File: src/rtl/alu32_pkg.sv
// Shared definitions for the 32-bit ALU and the arbiter that time-shares it
// between two requesters.
package alu32_pkg;

  localparam int ALU_OP_W = 3;
  localparam int DATA_W   = 32;
  localparam int SET_W    = 4;

  localparam logic [ALU_OP_W-1:0] ALU_AND  = 3'd0;
  localparam logic [ALU_OP_W-1:0] ALU_OR   = 3'd1;
  localparam logic [ALU_OP_W-1:0] ALU_XOR  = 3'd2;
  localparam logic [ALU_OP_W-1:0] ALU_NAND = 3'd3;
  localparam logic [ALU_OP_W-1:0] ALU_NOR  = 3'd4;
  localparam logic [ALU_OP_W-1:0] ALU_XNOR = 3'd5;

  typedef enum logic [1:0] {
    IDLE = 2'b00,
    EXEC = 2'b01,
    RESP = 2'b10
  } state_e;

endpackage

File: src/rtl/rr_arb2.sv
// Two-input round-robin grant; purely combinational from the valids and the
// priority pointer held by the caller.
module rr_arb2 (
  input  logic valid0,
  input  logic valid1,
  input  logic ptr,
  output logic gnt_valid,
  output logic gnt
);

  // pick the pointed-to requester only when both compete
  always_comb begin
    gnt_valid = valid0 | valid1;
    if (valid0 && valid1) begin
      gnt = ptr;
    end else if (valid1) begin
      gnt = 1'b1;
    end else begin
      gnt = 1'b0;
    end
  end

endmodule

File: src/rtl/alu32_arbiter.sv
// Serialises two requesters onto one combinational ALU: accept, hold registered
// operands for SETTLE cycles, capture alu_y, then return it to the owner.
module alu32_arbiter
  import alu32_pkg::*;
#(
  parameter int SETTLE = 1,
  parameter int CNT_W  = 16
) (
  input  logic                clk,
  input  logic                reset_n,
  input  logic                req0_valid,
  output logic                req0_ready,
  input  logic [ALU_OP_W-1:0] req0_op,
  input  logic [DATA_W-1:0]   req0_a,
  input  logic [DATA_W-1:0]   req0_b,
  input  logic                req1_valid,
  output logic                req1_ready,
  input  logic [ALU_OP_W-1:0] req1_op,
  input  logic [DATA_W-1:0]   req1_a,
  input  logic [DATA_W-1:0]   req1_b,
  output logic                rsp0_valid,
  input  logic                rsp0_ready,
  output logic [DATA_W-1:0]   rsp0_y,
  output logic                rsp1_valid,
  input  logic                rsp1_ready,
  output logic [DATA_W-1:0]   rsp1_y,
  output logic [ALU_OP_W-1:0] alu_op,
  output logic [DATA_W-1:0]   alu_a,
  output logic [DATA_W-1:0]   alu_b,
  input  logic [DATA_W-1:0]   alu_y,
  output logic                busy,
  output logic [CNT_W-1:0]    op_count
);

  localparam logic [SET_W-1:0] SETTLE_LD = SET_W'(SETTLE - 1);

  state_e                state_q, state_d;
  logic                  ptr_q, ptr_d;
  logic                  owner_q, owner_d;
  logic [SET_W-1:0]      cnt_q, cnt_d;
  logic [CNT_W-1:0]      op_count_q, op_count_d;
  logic [ALU_OP_W-1:0]   alu_op_q, alu_op_d;
  logic [DATA_W-1:0]     alu_a_q, alu_a_d;
  logic [DATA_W-1:0]     alu_b_q, alu_b_d;
  logic [DATA_W-1:0]     res_q, res_d;
  logic                  gnt_valid;
  logic                  gnt;
  logic                  rsp_take;

  rr_arb2 u_arb (
    .valid0    (req0_valid),
    .valid1    (req1_valid),
    .ptr       (ptr_q),
    .gnt_valid (gnt_valid),
    .gnt       (gnt)
  );

  assign rsp_take = owner_q ? rsp1_ready : rsp0_ready;

  // next-state, operand capture and completion bookkeeping
  always_comb begin
    state_d    = state_q;
    ptr_d      = ptr_q;
    owner_d    = owner_q;
    cnt_d      = cnt_q;
    op_count_d = op_count_q;
    alu_op_d   = alu_op_q;
    alu_a_d    = alu_a_q;
    alu_b_d    = alu_b_q;
    res_d      = res_q;
    case (state_q)
      IDLE: begin
        if (gnt_valid) begin
          alu_op_d = gnt ? req1_op : req0_op;
          alu_a_d  = gnt ? req1_a  : req0_a;
          alu_b_d  = gnt ? req1_b  : req0_b;
          owner_d  = gnt;
          cnt_d    = SETTLE_LD;
          state_d  = EXEC;
        end else begin
          state_d  = IDLE;
        end
      end
      EXEC: begin
        if (cnt_q == {SET_W{1'b0}}) begin
          res_d   = alu_y;
          state_d = RESP;
        end else begin
          cnt_d   = cnt_q - {{(SET_W-1){1'b0}}, 1'b1};
        end
      end
      RESP: begin
        // ptr flips away from the owner so a waiting peer wins next
        if (rsp_take) begin
          op_count_d = op_count_q + {{(CNT_W-1){1'b0}}, 1'b1};
          ptr_d      = ~owner_q;
          state_d    = IDLE;
        end else begin
          state_d    = RESP;
        end
      end
      default: begin
        state_d = IDLE;
      end
    endcase
  end

  // state and datapath registers
  always_ff @(posedge clk or negedge reset_n) begin
    if (!reset_n) begin
      state_q    <= IDLE;
      ptr_q      <= 1'b0;
      owner_q    <= 1'b0;
      cnt_q      <= {SET_W{1'b0}};
      op_count_q <= {CNT_W{1'b0}};
      alu_op_q   <= {ALU_OP_W{1'b0}};
      alu_a_q    <= {DATA_W{1'b0}};
      alu_b_q    <= {DATA_W{1'b0}};
      res_q      <= {DATA_W{1'b0}};
    end else begin
      state_q    <= state_d;
      ptr_q      <= ptr_d;
      owner_q    <= owner_d;
      cnt_q      <= cnt_d;
      op_count_q <= op_count_d;
      alu_op_q   <= alu_op_d;
      alu_a_q    <= alu_a_d;
      alu_b_q    <= alu_b_d;
      res_q      <= res_d;
    end
  end

  assign req0_ready = (state_q == IDLE) && gnt_valid && !gnt;
  assign req1_ready = (state_q == IDLE) && gnt_valid &&  gnt;
  assign rsp0_valid = (state_q == RESP) && !owner_q;
  assign rsp1_valid = (state_q == RESP) &&  owner_q;
  assign rsp0_y     = rsp0_valid ? res_q : {DATA_W{1'b0}};
  assign rsp1_y     = rsp1_valid ? res_q : {DATA_W{1'b0}};
  assign alu_op     = alu_op_q;
  assign alu_a      = alu_a_q;
  assign alu_b      = alu_b_q;
  assign busy       = (state_q != IDLE);
  assign op_count   = op_count_q;

endmodule

File: config.mk
export PLATFORM = sky130hd
export DESIGN_NAME = alu32_arbiter
export DESIGN_NICKNAME = d
export VERILOG_FILES = /design/src/rtl/alu32_pkg.sv /design/src/rtl/rr_arb2.sv /design/src/rtl/alu32_arbiter.sv
export SDC_FILE = /design/constraint.sdc
export NUM_CORES = 1
export LEC_CHECK = 0
export BUFFER_PORTS_ARGS = -buffer_cell sky130_fd_sc_hd__buf_2
export CAP_MARGIN = 20
export CORE_AREA = 2 2 124 126
export CTS_BUF_LIST = sky130_fd_sc_hd__clkbuf_16
export DETAILED_ROUTE_END_ITERATION = 6
export DIE_AREA = 0 0 126 128
export PLACE_DENSITY_LB_ADDON = 0.2
export SYNTH_ARGS = -nofsm -noshare
export SYNTH_HDL_FRONTEND = slang
export SYNTH_SLANG_ARGS = --single-unit
File: constraint.sdc
create_clock -name clk -period 3.1 [get_ports clk]
set_input_delay 0.62 -clock clk [delete_from_list [all_inputs] [get_ports clk]]
set_output_delay 0.62 -clock clk [all_outputs]
set_load 0.02 [all_outputs]
Word-level counts from Yosys, hierarchy flattened
Cells that the tools add are included.

cells by class
  reduce and logical (&&, ||, !) cells = 16
  eq/ne operators = 5
  bitwise gates (word level) = 2
  $add $sub $neg = 2
  muxes and demuxes = 15

operators with widths
  operator                                              count
  2-to-1 mux 32 bit                                     4
  adder 16 x 1 -> 16 bit (second input constant)        1
  2-to-1 mux 4 bit                                      2
  one-hot mux 4 bit (2 select lines)                    1
  logical AND 1 bit                                     6
  != test 2 bit (second input constant)                 3
  one-hot mux 2 bit (3 select lines)                    1
  AND reduction 2 bit                                   3
  logical NOT 4 bit                                     1
  2-to-1 mux 1 bit                                      4
  2-to-1 mux 2 bit                                      2
  nonzero test 2 bit                                    2
  subtractor 4 x 1 -> 4 bit (second input constant)     1
  2-to-1 mux 3 bit                                      1
  AND reduction 3 bit                                   1
  equality test 2 x 1 -> 1 bit (second input constant)  1
  equality test 2 bit (second input constant)           1
  logical NOT 1 bit                                     2
  logical NOT 2 bit                                     1
  NOT 1 bit                                             1
  OR 1 bit                                              1

storage, ports and cells
  output and inout bits = 152
  input bits = 172
  flip-flop bits (word level) = 123

Longest topological paths before layout
  depth in word-level cells = 4
  mapped depth = 7
  gate-level depth less buffers = 6

Hierarchy
A second synthesis with hierarchy kept.

unflattened totals
  cell total of the unflattened synthesis = 542
  area, all modules = 5853.1 um2

modules (own cells, without submodules)
  module         area an instance (um2)  instances  seq. area each (um2)  cells an instance
  alu32_arbiter  5835.6                  1          3078.0                539
  rr_arb2        17.5                    1          0.0                   3

Least setup slack after synthesis
OpenSTA, ideal clock, no wires.

  path type = flip-flop to output port
  from = reg state_q[0]
  to = out rsp0_y[22]
  slack = 0.922 ns
  buffers on the path = 2
  stages on the path, launching flop included = 6
  data arrival time = 1.558 ns
  path through = dfrtp_1 nand2b_1 buf_2 nor2_1 clkbuf_1 and2_1

between the ends
  longest elaborated chain between the ends = 3

RTL lines
  item                    line                  source
  start, declared         alu32_arbiter.sv:37   state_e state_q, state_d;
  start signal, assigned  alu32_arbiter.sv:121  state_q <= state_d;
  equality test 2 bit     alu32_arbiter.sv:135  assign rsp0_valid = (state_q == RESP) && !owner_q;
  logical AND 1 bit       alu32_arbiter.sv:135
  net rsp0_valid          alu32_arbiter.sv:21   output logic rsp0_valid,
  2-to-1 mux 32 bit       alu32_arbiter.sv:137  assign rsp0_y = rsp0_valid ? res_q : {DATA_W{1'b0}};
  end, declared           alu32_arbiter.sv:23   output logic [DATA_W-1:0] rsp0_y,

The timed path passes the listed nets, and every way through them passes these cells.

Final worst setup path
  from = reg state_q[0]
  to = out req0_ready

between the ends
  longest elaborated chain between the ends = 3

RTL lines
  item                            line                  source
  logical NOT 2 bit               alu32_arbiter.sv:133  assign req0_ready = (state_q == IDLE) && gnt_valid && !gnt;
  logical AND 1 bit (2 in a row)  alu32_arbiter.sv:133
  end, declared                   alu32_arbiter.sv:12   output logic req0_ready,

Every way passes these cells.

==> impl_metrics.json <==
{
  "outcome": "finished, violations left",
  "failed_checks": "design-rule violations",
  "multi_input_area_sq_um": 1950,
  "power.density_nw_per_um2": 976,
  "wirelength_um": 16500,
  "dr_total_vias": 4998,
  "worst-path-max-fanout": 54,
  "critical_path.endpoint": "req0_ready",
  "die_area_sq_um": 16100,
  "rows": 45,
  "holdWs_ps": 111,
  "ys_seq_elements": 123,
  "design.core.area_sq_um": 14900,
  "max_clock_freq_ghz": 0.361,
  "drt-initial-drc-count": 381,
  "ff2ff_path_depth": 5,
  "netlist_instances": 468,
  "cts-root-buf": "clkbuf_16",
  "clock_sinks": 123,
  "finalHoldViolCount": 0,
  "grt_max_degree": 69,
  "cap_violations": 0,
  "syn_avg_cell_area_sq_um": 11.6,
  "reg2reg_to": "alu_a[26]",
  "path_depth": 3,
  "tritoncts": "done",
  "finalClockSkew_ps": 11.7,
  "initial_core_util": 0.365,
  "cpPeakStageDelay_ps": 890,
  "end_kind": "output port",
  "setup_viol": 0,
  "post-route-min-period_ps": 2770,
  "pre_cts_ws_ps": 467,
  "hpwl_um": 12500,
  "dr.pass1.iters": 7,
  "cts_hold_buf": 0,
  "cp.required_ps": 2480,
  "grt_pass1_wl_um": 25100,
  "slowest_stage": "and3_2",
  "relSlewSlack": 0.303,
  "final-max-slew-violation-count": 0,
  "syn-num-nets": 642,
  "die_w_um": 126,
  "drive_gt1_frac": 0.499,
  "die_h_um": 128,
  "gr-total-overflow": 0,
  "clock_latency_ps": 410,
  "finalSetupTns_ps": 0,
  "wl_per_cell_um": 16.7,
  "numCtsBuffers": 17,
  "ant_nets": 0,
  "regArea_sq_um": 3080,
  "finalNonFillerCells": 988,
  "r2r_setup_slack_ps": 1030,
  "area_delta_synth_final_pct": 43.1,
  "path_buf_inv": 1,
  "drc": 3,
  "path_cells": "nor2_1 > and3_2 > buf_2",
  "worstPathArrival_ps": 2150,
  "htreeDepth": 4,
  "cp_top_family": "simple AND/OR/NAND/NOR gates",
  "clkTransAtPathRegs_ps": 50,
  "grt_pass1_vias": 5131,
  "rsz0062_at_grt": "false",
  "numPlacedInstances": 955,
  "gp_congestion": 0.838,
  "yosys_warnings": 0,
  "yosysSeqAreaShare": 0.567,
  "grt.total_usage": 0.198,
  "ir_drop_mv": 0.377,
  "finalCritPeriodShare": 0.893,
  "io_pins": 324,
  "fin_ws_ps": 332,
  "fill_cells": 1352,
  "antenna_found_initial": 1,
  "critPathKind": "reg2out",
  "io_buffer_count": 323,
  "post_cts_buffers": 0,
  "startpoint_type": "register",
  "cp-startpoint": "state_q[0]",
  "via_per_inst": 5.06,
  "tightestPinTransition_ps": 1050,
  "r2r-start": "state_q[0]",
  "cts_resized": 0,
  "leakage_nw": 4.45,
  "num-nets-final": 960,
  "netlist-cell-type-count": 32,
  "syn_area_sq_um": 5430,
  "hp-class": "in2async",
  "clockBufferDepth": 2
}
cells by family (layout without fill, tap and decap cells):
| logic type | Yosys count | count (layout) | share of synthesized area |
|---|---|---|---|
| compound gates | 74 | 74 | 0.132 |
| other cells | 0 | 1 | 0 |
| buf+inv | 104 | 435 | 0.0760 |
| flops | 123 | 123 | 0.567 |
| mux | 34 | 34 | 0.0703 |
| fa+ha+maj | 2 | 2 | 0.00461 |
| simple gates | 114 | 114 | 0.123 |
| xor+xnor | 17 | 17 | 0.0274 |
stage by stage:
step / power [mW] / util / instance area (sq um)
finish: 7.58 / 0.523 / 7770
global route: 8.08 / 0.523 / 7770
CTS: 7.68 / 0.523 / 7770
detailed placement: 5.87 / 0.487 / 7230
global placement: 5.75 / 0.487 / 7230
floorplan: 4.74 / - / 5430
worst min-delay path by stage:
stage                      start           end  slack [ps]  cells past startpoint
floorplan                reset_n      alu_a[0]         320                      0
CTS                      reset_n     alu_op[0]         110                      1
global placement    op_count[15]  op_count[15]         460                      1
detailed placement  op_count[15]  op_count[15]         450                      1
global route             reset_n     alu_op[0]         110                      1
finish                   reset_n     alu_op[0]         110                      1
flip-flops by register name, summed over array words and instances (netlist names):
register  flops
alu_a        32
alu_b        32
state_q       2
op_count     16
ptr_q         1
alu_op        3
owner_q       1
cnt_q         4
res_q        32
cells in the final DEF (no fill, tap or decap), types with 8 or more instances in the layout:
master,n
nand2_1,11
clkbuf_16,17
mux2_2,33
nand3_1,8
and2_1,64
inv_1,74
xnor2_1,10
a222oi_1,67
buf_2,322
dfrtp_1,123
buf_4,9
nor2_1,10
synth_stat cells:
master,number,share of area
nand2b_1,3,0.0035
nor3_1,3,0.0028
nand2_1,11,0.0076
or3b_2,1,0.0016
buf_1,2,0.0014
mux2i_1,1,0.0018
nor2_1,10,0.0069
o21ai_0,2,0.0018
dfrtp_1,123,0.57
nand3_1,8,0.0074
xor2_1,7,0.011
nand4_1,3,0.0035
xnor2_1,10,0.016
and3_1,4,0.0046
a22o_1,1,0.0016
and2_1,64,0.074
a311oi_1,1,0.0016
o21ai_1,1,0.00092
or3_1,1,0.0012
inv_1,71,0.049
a21o_1,1,0.0014
o22ai_1,1,0.0012
and4_1,2,0.0032
clkbuf_1,19,0.013
ha_1,2,0.0046
mux2_2,33,0.068
buf_2,9,0.0083
nor4_2,2,0.0046
nor4_1,1,0.0012
buf_4,3,0.0041
and2b_1,1,0.0014
a222oi_1,67,0.12
power breakdown:
part	internal [mW]	total, mW	switching [mW]	leakage (nW)
Clock	1.08	1.77	0.689	0.266
Sequential	2.33	2.79	0.469	1.51
Combinational	1.23	3.02	1.79	2.67
Total	4.64	7.58	2.94	4.45
cell type report:
cell class | instances | share of cell area
timing repair buffer | 332 | 0.219
clock buffer | 17 | 0.0547
antenna | 1 | 0.000322
multi-input combinational | 241 | 0.251
sequential | 123 | 0.396
clock inverter | 15 | 0.0145
inverter | 71 | 0.0343
tap | 188 | 0.0303
layer usage:
layer	vias to the layer above	GRT usage	wire [um]
met4	0	0.0892	278
met5	-	0	0
li1	2311	-	-
met2	232	0.352	8700
met1	2428	0.221	6350
met3	27	0.0547	1200
worst register-to-register path: cells and delay by family, from the launching register on:
| kind | cells | cell delay [ps] |
|---|---|---|
| and+or+nand+nor | 2 | 1010 |
| buffers and inverters | 2 | 460 |
| AOI/OAI and AO/OA | 1 | 130 |
| DFF | 1 | 410 |
No activity file was read; power rests on OpenSTA's default activity.
